`config.mk`:
```
export PLATFORM = sky130hd
export DESIGN_NAME = dpram_port1_arbiter_flat
export DESIGN_NICKNAME = d
export VERILOG_FILES = /design/src/rtl/dpram_port1_arbiter_pkg.sv /design/src/rtl/dpram_port1_arbiter_if.sv /design/src/rtl/dpram_port1_arbiter_rr2.sv /design/src/rtl/dpram_port1_arbiter.sv /design/src/flat_wrapper.sv
export SDC_FILE = /design/constraint.sdc
export NUM_CORES = 1
export LEC_CHECK = 0
export BUFFER_PORTS_ARGS = -buffer_cell sky130_fd_sc_hd__buf_2
export CAP_MARGIN = 20
export CORE_MARGIN = 2
export CORE_UTILIZATION = 25
export DETAILED_ROUTE_END_ITERATION = 8
export PLACE_DENSITY_LB_ADDON = 0.25
export RECOVER_POWER = 25
export SLEW_MARGIN = 20
export SYNTH_ARGS = -nofsm -noshare
export SYNTH_HDL_FRONTEND = slang
export SYNTH_SLANG_ARGS = --single-unit
```
`constraint.sdc`:
```
create_clock -name CLK -period 2 [get_ports CLK]
set_input_delay 0.2 -clock CLK [delete_from_list [all_inputs] [get_ports CLK]]
set_output_delay 0.2 -clock CLK [all_outputs]
set_load 0.03 [all_outputs]
```
`src/rtl/dpram_port1_arbiter_pkg.sv`:
```
// Shared definitions for the port-1 arbiter of the 64x16 dual-port RAM.
//   RAM_AW / RAM_DW : RAM geometry (address / data width)
//   req_idx_t       : requester index encoding (REQ0 = 0, REQ1 = 1)
//   CNT_W, sat_inc  : burst counter width and its saturating increment
package dpram_port1_arbiter_pkg;

  localparam int RAM_AW = 6;
  localparam int RAM_DW = 16;
  localparam int CNT_W  = 4;

  typedef enum logic {
    REQ0 = 1'b0,
    REQ1 = 1'b1
  } req_idx_t;

  // Increment that sticks at lim instead of wrapping.
  function automatic logic [CNT_W-1:0] sat_inc(input logic [CNT_W-1:0] v,
                                               input logic [CNT_W-1:0] lim);
    return (v >= lim) ? lim : v + 1'b1;
  endfunction

endpackage

```
`src/rtl/dpram_port1_arbiter_if.sv`:
```
// One requester channel into the RAM port-1 arbiter.
//   req/we/addr/wdata : request side (driven by the requester)
//   gnt               : accepted this cycle (driven by the arbiter)
//   rvalid/rdata      : read return, one cycle after an accepted read
// Modports: master = requester, slave = arbiter.
interface dpram_port1_arbiter_if;
  import dpram_port1_arbiter_pkg::*;

  logic              req;
  logic              we;
  logic [RAM_AW-1:0] addr;
  logic [RAM_DW-1:0] wdata;
  logic              gnt;
  logic              rvalid;
  logic [RAM_DW-1:0] rdata;

  modport master (output req, we, addr, wdata, input gnt, rvalid, rdata);
  modport slave  (input req, we, addr, wdata, output gnt, rvalid, rdata);
endinterface

```
`src/rtl/dpram_port1_arbiter_rr2.sv`:
```
// Two-way round-robin arbiter with bounded bursts.
//   CLK, RST   : clock, synchronous active-high reset
//   req0/req1  : level requests
//   gnt0/gnt1  : one-hot (or zero) grants, combinational from req and state
// The current owner keeps winning ties for up to MAX_BURST consecutive
// grants; a lone requester is granted every cycle regardless of the count.
module rr2_burst_arbiter
  import dpram_port1_arbiter_pkg::*;
#(
  parameter int MAX_BURST = 4
) (
  input  logic CLK,
  input  logic RST,
  input  logic req0,
  input  logic req1,
  output logic gnt0,
  output logic gnt1
);

  localparam logic [CNT_W-1:0] LIMIT = CNT_W'(MAX_BURST);

  req_idx_t         last;
  logic             owned;
  logic [CNT_W-1:0] cnt;

  req_idx_t win;
  logic     any;

  // NOTE: every always_comb output gets a default first so no path leaves it
  // unassigned; otherwise synthesis infers a latch.
  always_comb begin
    win = REQ0;
    any = !RST && (req0 || req1);
    if (req0 && req1) begin
      // Tie: continue an unbroken burst, otherwise hand over.
      if (owned && (cnt < LIMIT)) win = last;
      else                        win = (last == REQ0) ? REQ1 : REQ0;
    end else if (req1) begin
      win = REQ1;
    end
    gnt0 = any && (win == REQ0);
    gnt1 = any && (win == REQ1);
  end

  // NOTE: sequential state uses non-blocking assignments so every register
  // samples the pre-edge values, independent of statement order.
  always_ff @(posedge CLK) begin
    if (RST) begin
      last  <= REQ1;          // requester 0 wins the first tie
      owned <= 1'b0;
      cnt   <= '0;
    end else if (any) begin
      cnt   <= (win == last && owned) ? sat_inc(cnt, LIMIT) : CNT_W'(1);
      last  <= win;
      owned <= 1'b1;
    end else begin
      owned <= 1'b0;
      cnt   <= '0;
    end
  end

endmodule

```
`src/rtl/dpram_port1_arbiter.sv`:
```
// Shares the write/read port (port 1) of the 64x16 single-clock dual-port
// RAM between two requesters.
//   CLK, RST     : clock, synchronous active-high reset
//   p0, p1       : requester channels (slave side)
//   ram_we/add/di: port-1 command to the RAM, combinational from the grant
//   ram_do       : RAM DO1 (registered address, valid the cycle after)
// Read data returns to the granted requester one cycle after acceptance.
module dpram_port1_arbiter
  import dpram_port1_arbiter_pkg::*;
#(
  parameter int AW        = RAM_AW,
  parameter int DW        = RAM_DW,
  parameter int MAX_BURST = 4
) (
  input  logic                         CLK,
  input  logic                         RST,
  dpram_port1_arbiter_if.slave         p0,
  dpram_port1_arbiter_if.slave         p1,
  output logic                         ram_we,
  output logic [AW-1:0]                ram_add,
  output logic [DW-1:0]                ram_di,
  input  logic [DW-1:0]                ram_do
);

  logic gnt0, gnt1;
  logic rd_pend0, rd_pend1;

  rr2_burst_arbiter #(.MAX_BURST(MAX_BURST)) u_arb (
    .CLK  (CLK),
    .RST  (RST),
    .req0 (p0.req),
    .req1 (p1.req),
    .gnt0 (gnt0),
    .gnt1 (gnt1)
  );

  assign p0.gnt = gnt0;
  assign p1.gnt = gnt1;

  // Command mux: idle bus is all-zero so the RAM sees no stray write.
  always_comb begin
    ram_we  = 1'b0;
    ram_add = '0;
    ram_di  = '0;
    if (gnt0) begin
      ram_we  = p0.we;
      ram_add = p0.addr;
      ram_di  = p0.wdata;
    end else if (gnt1) begin
      ram_we  = p1.we;
      ram_add = p1.addr;
      ram_di  = p1.wdata;
    end
  end

  // Remember which requester owns the data that DO1 presents next cycle.
  always_ff @(posedge CLK) begin
    if (RST) begin
      rd_pend0 <= 1'b0;
      rd_pend1 <= 1'b0;
    end else begin
      rd_pend0 <= gnt0 && !p0.we;
      rd_pend1 <= gnt1 && !p1.we;
    end
  end

  // A read accepted just before reset would surface during the reset cycle;
  // masking with RST drops it.
  assign p0.rvalid = rd_pend0 && !RST;
  assign p1.rvalid = rd_pend1 && !RST;
  assign p0.rdata  = p0.rvalid ? ram_do : '0;
  assign p1.rdata  = p1.rvalid ? ram_do : '0;

endmodule

```
`src/flat_wrapper.sv`:
```
// flat-port wrapper written by rule: the top's interface ports become plain ports
module dpram_port1_arbiter_flat import dpram_port1_arbiter_pkg::*;
#(
  parameter int AW        = RAM_AW,
  parameter int DW        = RAM_DW,
  parameter int MAX_BURST = 4
)
  (CLK, RST, ram_we, ram_add, ram_di, ram_do, p0_req, p0_we, p0_addr, p0_wdata, p0_gnt, p0_rvalid, p0_rdata, p1_req, p1_we, p1_addr, p1_wdata, p1_gnt, p1_rvalid, p1_rdata);
  dpram_port1_arbiter_if p0_i ();
  dpram_port1_arbiter_if p1_i ();
  input  logic CLK;
  input  logic RST;
  output logic ram_we;
  output logic [AW-1:0] ram_add;
  output logic [DW-1:0] ram_di;
  input  logic [DW-1:0] ram_do;
  input wire logic [$bits(p0_i.req)-1:0] p0_req;
  input wire logic [$bits(p0_i.we)-1:0] p0_we;
  input wire logic [$bits(p0_i.addr)-1:0] p0_addr;
  input wire logic [$bits(p0_i.wdata)-1:0] p0_wdata;
  output wire logic [$bits(p0_i.gnt)-1:0] p0_gnt;
  output wire logic [$bits(p0_i.rvalid)-1:0] p0_rvalid;
  output wire logic [$bits(p0_i.rdata)-1:0] p0_rdata;
  input wire logic [$bits(p1_i.req)-1:0] p1_req;
  input wire logic [$bits(p1_i.we)-1:0] p1_we;
  input wire logic [$bits(p1_i.addr)-1:0] p1_addr;
  input wire logic [$bits(p1_i.wdata)-1:0] p1_wdata;
  output wire logic [$bits(p1_i.gnt)-1:0] p1_gnt;
  output wire logic [$bits(p1_i.rvalid)-1:0] p1_rvalid;
  output wire logic [$bits(p1_i.rdata)-1:0] p1_rdata;
  assign p0_i.req = p0_req;
  assign p0_i.we = p0_we;
  assign p0_i.addr = p0_addr;
  assign p0_i.wdata = p0_wdata;
  assign p0_gnt = p0_i.gnt;
  assign p0_rvalid = p0_i.rvalid;
  assign p0_rdata = p0_i.rdata;
  assign p1_i.req = p1_req;
  assign p1_i.we = p1_we;
  assign p1_i.addr = p1_addr;
  assign p1_i.wdata = p1_wdata;
  assign p1_gnt = p1_i.gnt;
  assign p1_rvalid = p1_i.rvalid;
  assign p1_rdata = p1_i.rdata;
  dpram_port1_arbiter #(.AW(AW), .DW(DW), .MAX_BURST(MAX_BURST)) u_core (.CLK(CLK), .RST(RST), .p0(p0_i), .p1(p1_i), .ram_we(ram_we), .ram_add(ram_add), .ram_di(ram_di), .ram_do(ram_do));
endmodule
```
Yosys cells after proc, flatten, opt, wreduce, memory -nomap -nowiden
Index checks and enable logic that the tools add are counted.
{"block": "totals", "register_bits": 8, "inputBits": 66, "out_inout_bits": 59}
{"block": "classes", "add_sub_neg": 1, "magnitude_cmp": 2, "n_eq_ne": 1, "mux": 15, "bitwise": 3, "reduce_logical": 17}
{"cell": "$mux W16", "n": 4}
{"cell": "$mux W6", "n": 2}
{"cell": "$logic_and A1 B1 Y1", "n": 10}
{"cell": "$mux W1", "n": 8}
{"cell": "$add A4 B1 Y4 const B", "n": 1}
{"cell": "$ge A4 B3 Y1 const B", "n": 1}
{"cell": "$lt A4 B3 Y1 const B", "n": 1}
{"cell": "$reduce_or A4 Y1", "n": 1}
{"cell": "$logic_not A1 Y1", "n": 3}
{"cell": "$mux W3", "n": 1}
{"cell": "$not A1 Y1", "n": 3}
{"cell": "$reduce_or A3 Y1", "n": 1}
{"cell": "$reduce_or A2 Y1", "n": 1}
{"cell": "$eq A1 B1 Y1", "n": 1}
{"cell": "$logic_or A1 B1 Y1", "n": 1}

Longest topological paths before layout
Gate-level depths: netlist of run 1.
{"block": "logic_depth", "word_depth": 8, "ltp_mapped": 5, "depth_no_buf": 4}

Hierarchy
Synthesis of run 1 repeated with hierarchy kept, for this count alone.
{"block": "hier_totals", "hier_cells": 104, "area_unflattened_um2": 890.9}
{"module": "dpram_port1_arbiter", "n_inst": 1, "cells_per_inst": 73, "area_per_inst_um2": 591.8, "seq_area_each_um2": 40.0}
{"module": "rr2_burst_arbiter", "n_inst": 1, "cells_per_inst": 31, "area_per_inst_um2": 299.0, "seq_area_each_um2": 120.1}

Worst setup path before layout of run 1
No wires, ideal clock.
{"block": "synth_timing", "kind": "register to output", "startpoint": "register u_core.u_arb.cnt[2]", "endpoint": "output port ram_add[0]", "t_arrival_ns": 1.637, "required_time_ns": 1.800, "setup_slack_ns": 0.163, "path_stages_with_launch": 6, "cell_sequence": "dfxtp_1 -> nor3b_4 -> xor2_2 -> buf_6 -> o211ai_2 -> a21oi_1"}
{"block": "synth_between", "elab_chain_len": 7, "elab_cells_between_ends": 9}
{"element": "start, declared", "line_no": "dpram_port1_arbiter_rr2.sv:24", "source": "logic [CNT_W-1:0] cnt;"}
{"element": "start signal, assigned", "line_no": "dpram_port1_arbiter_rr2.sv:53", "source": "cnt <= (win == last && owned) ? sat_inc(cnt, LIMIT) : CNT_W'(1);"}
{"element": "$lt A4 B3 Y1 (*)", "line_no": "dpram_port1_arbiter_rr2.sv:36", "source": "if (owned && (cnt < LIMIT)) win = last;"}
{"element": "$logic_and A1 B1 Y1 (*)", "line_no": "dpram_port1_arbiter_rr2.sv:36"}
{"element": "$mux W1 (*)", "line_no": "dpram_port1_arbiter_rr2.sv:36"}
{"element": "$mux W1 (*)", "line_no": "dpram_port1_arbiter_rr2.sv:34", "source": "if (req0 && req1) begin"}
{"element": "$logic_and A1 B1 Y1 or $not A1 Y1 (tied branches)", "line_no": "dpram_port1_arbiter_rr2.sv:42, dpram_port1_arbiter_rr2.sv:41"}
{"element": "$mux W6 or $logic_and A1 B1 Y1 (tied branches)", "line_no": "dpram_port1_arbiter.sv:49, dpram_port1_arbiter_rr2.sv:41"}
{"element": "$mux W6 (*)", "line_no": "dpram_port1_arbiter.sv:45", "source": "if (gnt0) begin"}
{"element": "end, declared", "line_no": "flat_wrapper.sv:14", "source": "output logic [AW-1:0] ram_add;"}
Every way passes the cells marked *; elsewhere a longest branch is shown, timed or not.

Worst setup path after layout of run 1
{"block": "layout_timing", "startpoint": "register u_core.u_arb.cnt[3]", "endpoint": "output port ram_di[7]"}
{"block": "layout_between", "elab_chain_len": 7, "elab_cells_between_ends": 9}
{"element": "$lt A4 B3 Y1 (*)", "line_no": "dpram_port1_arbiter_rr2.sv:36"}
{"element": "$logic_and A1 B1 Y1 (*)", "line_no": "dpram_port1_arbiter_rr2.sv:36"}
{"element": "$mux W1 (*)", "line_no": "dpram_port1_arbiter_rr2.sv:36"}
{"element": "$mux W1 (*)", "line_no": "dpram_port1_arbiter_rr2.sv:34"}
{"element": "$logic_and A1 B1 Y1 or $not A1 Y1 (tied branches)", "line_no": "dpram_port1_arbiter_rr2.sv:42, dpram_port1_arbiter_rr2.sv:41"}
{"element": "$mux W16 or $logic_and A1 B1 Y1 (tied branches)", "line_no": "dpram_port1_arbiter.sv:49, dpram_port1_arbiter_rr2.sv:41"}
{"element": "$mux W16 (*)", "line_no": "dpram_port1_arbiter.sv:45"}
{"element": "end, declared", "line_no": "flat_wrapper.sv:15", "source": "output logic [DW-1:0] ram_di;"}
Marks and branches as above.

==> results of run 1 <==
[sequential cells by signal (all words and copies together), names as in the netlist]
name	count
u_core.u_arb.last	1
u_core.u_arb.cnt	4
u_core.rd_pend1	1
u_core.rd_pend0	1
u_core.u_arb.owned	1
[critical path, cell delays in order (launching register included)]
cell and delay (ns):
dfxtp_4 0.34, nor3b_4 0.19, buf_6 0.15, xor2_4 0.24
clkbuf_16 0.20, o211ai_1 0.11, a21oi_2 0.18, buf_6 0.15
[stage by stage]
stage / util, % / area, um^2 / setup WS, ns
3_5_place_dp: 41.2 / 1820 / 0.230
4_1_cts: 43.0 / 1900 / 0.0158
3_3_place_gp: 41.2 / 1820 / 0.275
5_1_grt: 47.4 / 2090 / -0.0623
6_report: 47.4 / 2090 / 0.0171
2_1_floorplan: - / 1160 / 0.163
[power groups by stage]
stage          clock [mW]  sequential [mW]  combinational [mW]
3_3_place_gp            0            0.178               0.394
2_1_floorplan           0            0.177               0.265
4_1_cts             0.193            0.176               0.410
5_1_grt             0.203            0.178               0.511
3_5_place_dp            0            0.179               0.398
6_report            0.186            0.177               0.478
[placed cells by master, fill, tap and decap left out, types with 2 or more instances in the layout]
cell type  count
a21oi_2       19
mux2_4         3
inv_1          2
a21oi_1        5
clkbuf_8       3
nand3_1       23
dfxtp_1        5
nor2b_1        2
dfxtp_2        2
nor2_1         8
nand2_1        3
clkbuf_4       2
nand2b_1       2
buf_6         16
buf_2        101
o211ai_1      22
and2_1        32
buf_4         16
nor3_1         3
[cell families after synthesis]
kind of cell             after synthesis  synth area share, %
adder cells (fa/ha/maj)                1                 1.08
AND/OR/NAND/NOR                       78                 38.6
AO/OA/AOI/OAI                         52                 34.8
flip-flops                             8                 13.8
multiplexers                           1                 1.29
buffers and inverters                 19                 8.71
other                                  1                0.322
XOR/XNOR                               1                 1.40
[area by class of cell]
cell class	instances	area, um^2
timing repair buffer	138	870
inverter	2	7.51
sequential	8	166
tap	52	65.1
clock buffer	3	41.3
fill	479	2320
multi-input combinational	136	943
[synthesized netlist by cell type (2+ instances only)]
master	instances	area share [%]
clkbuf_1	7	2.3
buf_2	3	1.3
a21oi_2	19	14
nor2_1	8	2.6
buf_1	2	0.65
inv_1	2	0.65
buf_4	3	1.9
nand2b_1	2	1.1
and2_1	32	17
a21oi_1	5	2.2
nor3_1	3	1.3
nand2_1	3	0.97
o211ai_1	22	14
nor2b_1	2	1.1
dfxtp_1	8	14
buf_6	2	1.9
nand3_1	23	9.9
[what timing repair did]
action	4_1_cts	5_1_grt
setup buffers	2	3
pin swaps	1	2
hold endpoints to repair	0	0
hold buffers	0	0
gates resized for setup	3	59
gates cloned	1	3
endpoints found under the setup margin	10	24
[routing by layer]
layer  vias up  global-route usage (%)
met5         -                       0
met2        84                    29.3
met4         0                    3.77
li1        833                       -
met3         2                    1.67
met1       825                    17.9
[worst paths after layout]
check	end	slack, ns	depth (start not counted)
max	ram_di[7]	0.02	7
min reg2reg	u_core.u_arb.cnt[2]	0.54	1
min	u_core.rd_pend0	0.16	2
max reg2reg	u_core.u_arb.cnt[1]	0.53	6
==> results.toml, run 1 <==
[die]
initial_utilization_pct = 26.4
core-area_um2 = 4410
io_pins = 125
dieHeight_um = 72.2
row_count = 24
die_x_um = 72.2
fp.dieArea_um2 = 5220

[sta]
setup-violations-final = 0
skew_ns = 0.00225
timing.final.max_slew_violations = 0
timing.max_slew.rel_slack_pct = 47.9
layout_min_cycle_time_ns = 1.98
hold_viol_final = 0
finalCritPeriodShare_pct = 99.1
achievable-frequency_mhz = 504
grt_setup_unrepaired = "true"
timing.setup.tns_ns = 0
hold_slack_ns = 0.156
tightestPinTransition_ns = 0.782

[placed_design]
place.port_buffers = 124
dp_hpwl_um = 3200
globalplace.congestion = 0.728
dpl.cell_count = 327

[grt]
maximum_number_of_pins_on_one_net_before_global_route_repair = 25
groute.usage.overall_pct = 15.3
global_route_wire_length_before_repair_um = 6550
grt_antenna_before_repair = 0
grt_pass1_vias = 1465
global_route.overflow_total = 0

[clocking]
ctsHtreeMaxLevel = 1
cts_tree = "built"
clk-insertion-delay-late_ns = 0.22
cts_inserted_buffers = 3
clock_path_buffers = 2
root_buffer = "clkbuf_8"
clock_sink_count = 8
clk_pin_slew_worst_paths_ns = 0.04

[detailed_routing]
wl_met1_um = 1730
dr_total_vias = 1744
detail_route.wirelength_um = 4670
route.met3.wl_um = 402
remaining_drc_errors = 0
first_pass_iters = 5
wire_per_inst_um = 13.8
detail-route-antenna-nets = 0
top_layer_used = "met4"
vias_per_cell = 5.14
wl_met2_um = 2530
drt_first_iter_violations = 67

[worst_setup_path]
timing.critical_path.to_type = "output pin"
regToRegStartpoint = "u_core.u_arb.cnt[3]"
worstSetupPathType = "reg -> out"
required_ns = 1.80
critical_path.startpoint_type = "register"
cp-startpoint = "u_core.u_arb.cnt[3]"
critical_path_peak_fanout = 6
cp_data_arrival_time_ns = 1.78

[pwr]
seq_power_share_pct = 21.0
power.density_nw_per_um2 = 402
switching_power_uw = 334
power_switching_share_pct = 39.8
vdd.ir_drop.worst_v = 0.000320
clockPowerShare_pct = 22.1
power.combinational.fraction_pct = 56.9
power.static_leakage_nw = 1.07
cellInternalPower_uw = 506
post-layout-total-power_uw = 841

[synth]
number_of_cells_produced_by_synthesis = 161
yosysUniqueCellTypes = 32
edff_count_synth = 0
mappedNetlistArea_um2 = 1160
synth.yosys.seq_area_share_pct = 13.8
asyncSetResetFlopFracSynth_pct = 0
synth.yosys.warnings = 0
synth_area_per_cell_um2 = 7.23
synth_flop_cell = "dfxtp_1"
mappedNetlistNets = 228
synth.ff_latch_count = 8

[outcome]
run_status = "finished, final reports clean"

[finish]
fin_nets = 356
syn_to_final_growth_pct = 79.9
antenna_cells = 0
drive_gt1_share_pct = 59.2
final-instance-count-excl-fill = 339

[job]
maxCapViolations = 0

[worst_hold_path]
worstHoldPathType = "in -> reg"
worstHoldStart = "p0_we"
Power figures use the tool's default switching activity.
==> run 2: changes to the inputs <==
--- a/config.mk
+++ b/config.mk
@@ -10,6 +10,9 @@
 export CORE_MARGIN = 2
 export CORE_UTILIZATION = 25
 export DETAILED_ROUTE_END_ITERATION = 8
+export GPL_TIMING_DRIVEN = 0
+export HOLD_SLACK_MARGIN = 0.05
+export MAX_ROUTING_LAYER = met4
 export PLACE_DENSITY_LB_ADDON = 0.25
 export RECOVER_POWER = 25
 export SLEW_MARGIN = 20
==> run 2 against run 1 <==
Compared with the run above: wire length is 9.8% lower; total power is 4.3% lower; register-to-register slack better by 0.04 ns; highest routed layer unchanged.
==> results.toml, run 2 (same netlist as run 1, synthesis figures left out) <==
[grt]
maximum_number_of_pins_on_one_net_before_global_route_repair = 11
global_route_wire_length_before_repair_um = 6280
groute.usage.overall_pct = 15.1
grt_pass1_vias = 1463
global_route.overflow_total = 0
grt_antenna_before_repair = 0

[die]
initial_utilization_pct = 26.4
core-area_um2 = 4410
fp.dieArea_um2 = 5220
io_pins = 125
row_count = 24
die_x_um = 72.2
dieHeight_um = 72.2

[pwr]
power.combinational.fraction_pct = 55.2
seq_power_share_pct = 22.0
cellInternalPower_uw = 487
power_switching_share_pct = 39.5
switching_power_uw = 318
power.density_nw_per_um2 = 400
clockPowerShare_pct = 22.7
vdd.ir_drop.worst_v = 0.000194
power.static_leakage_nw = 1.02

[placed_design]
placed_instance_area_um2 = 1850
globalplace.congestion = 0.785
place.port_buffers = 124
dp_hpwl_um = 3310
dpl.cell_count = 337

[detailed_routing]
vias_per_cell = 4.76
first_pass_iters = 4
dr_total_vias = 1632
drt_first_iter_violations = 50
detail-route-antenna-nets = 0
detail_route.wirelength_um = 4210
remaining_drc_errors = 0
wire_per_inst_um = 12.3

[finish]
fin_nets = 360
design_area_um2 = 2010
final-instance-count-excl-fill = 343
largest_register_ffs = 4
regMostFlops = "u_core.u_arb.cnt"
commonest_cells_after_routing_fill_and_taps_aside = "104 x buf_2, 32 x and2_1, 23 x nand3_1"
most_common_cell_after_layout_fill_and_taps_aside = "buf_2"
antenna_cells = 0
drive_gt1_share_pct = 56.4
syn_to_final_growth_pct = 72.7
final_core_util_pct = 45.5

[sta]
grt_setup_unrepaired = "true"
hold_viol_final = 0
timing.final.max_slew_violations = 0
skew_ns = 0.00149
layout_min_cycle_time_ns = 1.95
finalCritPeriodShare_pct = 97.6
tightestPinTransition_ns = 0.673
achievable-frequency_mhz = 512
timing.max_slew.rel_slack_pct = 55.2
setup-violations-final = 0
timing.setup.tns_ns = 0

[clocking]
cts_hold_repair.buffers = 0
cts_tree = "built"
clock_sink_count = 8
clock_path_buffers = 2
cts_inserted_buffers = 3
clk-insertion-delay-late_ns = 0.22
root_buffer = "clkbuf_8"
clk_pin_slew_worst_paths_ns = 0.04
ctsHtreeMaxLevel = 1

[worst_setup_path]
cp_data_arrival_time_ns = 1.75
critical_path_peak_fanout = 10
worstSetupPathType = "reg -> out"
required_ns = 1.80
regToRegStartpoint = "u_core.u_arb.cnt[2]"
timing.critical_path.to_type = "output pin"
reg2reg_setup_slack_ns = 0.57
critical_path.startpoint_type = "register"
worstReg2RegEnd = "u_core.rd_pend1"
worst-r2r-cell-count = 5

[outcome]
run_status = "finished, final reports clean"

[worst_hold_path]
timing.hold.worst_path_depth = 2
worstHoldPathType = "in -> reg"
worstHoldStart = "p0_we"
hold_end = "u_core.rd_pend0"

[job]
maxCapViolations = 0
run 2: metrics by stage:
| stage | hold slack [ns] | setup WS (ns) | total power [mW] |
|---|---|---|---|
| finish | 0.156 | 0.0480 | 0.804 |
| detailed placement | 0.384 | 0.171 | 0.583 |
| floorplan | 0.277 | 0.163 | 0.442 |
| global placement | 0.383 | 0.163 | 0.581 |
| global route | 0.150 | -0.0228 | 0.855 |
| CTS | 0.152 | 0.0110 | 0.789 |
run 2: critical path, cell delays in order (launching register included):
cell	delay (ns)
dfxtp_2	0.34
nor3b_4	0.30
mux2_4	0.37
buf_6	0.15
nand3_1	0.09
a21oi_2	0.06
buf_4	0.20
run 2: power groups by stage:
stage / Sequential (mW) / Clock [mW] / Combinational, mW
2_1_floorplan: 0.177 / 0 / 0.265
3_3_place_gp: 0.178 / 0 / 0.403
3_5_place_dp: 0.179 / 0 / 0.404
4_1_cts: 0.177 / 0.189 / 0.423
5_1_grt: 0.178 / 0.199 / 0.478
6_report: 0.177 / 0.183 / 0.444
run 2: worst max path at each step:
stage                        start  cells after the start  slack [ns]    endpoint
4_1_cts        u_core.u_arb.cnt[3]                      6        0.01  ram_add[4]
2_1_floorplan  u_core.u_arb.cnt[2]                      5        0.16  ram_add[0]
3_3_place_gp   u_core.u_arb.cnt[2]                      6        0.16   ram_di[3]
6_report       u_core.u_arb.cnt[2]                      6        0.05  ram_di[13]
3_5_place_dp   u_core.u_arb.cnt[2]                      6        0.17   ram_di[3]
5_1_grt        u_core.u_arb.cnt[2]                      7       -0.02  ram_add[4]
run 2: routing by layer:
metal  track usage, %  part of all wire, %  wire [um]
met4             2.52                 0.24         10
met5                -                    0          0
met3             1.81                  8.2        346
met2             27.6                   51       2130
met1             17.9                   41       1720
run 2: layout make-up:
type                    count  area, um^2
fillers                   461        2400
multi-input cells         134         907
repair buffers            127         719
flip-flops and latches      8         164
plain buffers              17         105
well taps                  52        65.1
clock buffers               3        41.3
inverters                   2        7.51
run 2: repair_timing:
action,in CTS,in global routing
buffers inserted,3,0
endpoints found under the setup margin,21,33
pin swaps,2,3
gates resized for setup,12,33
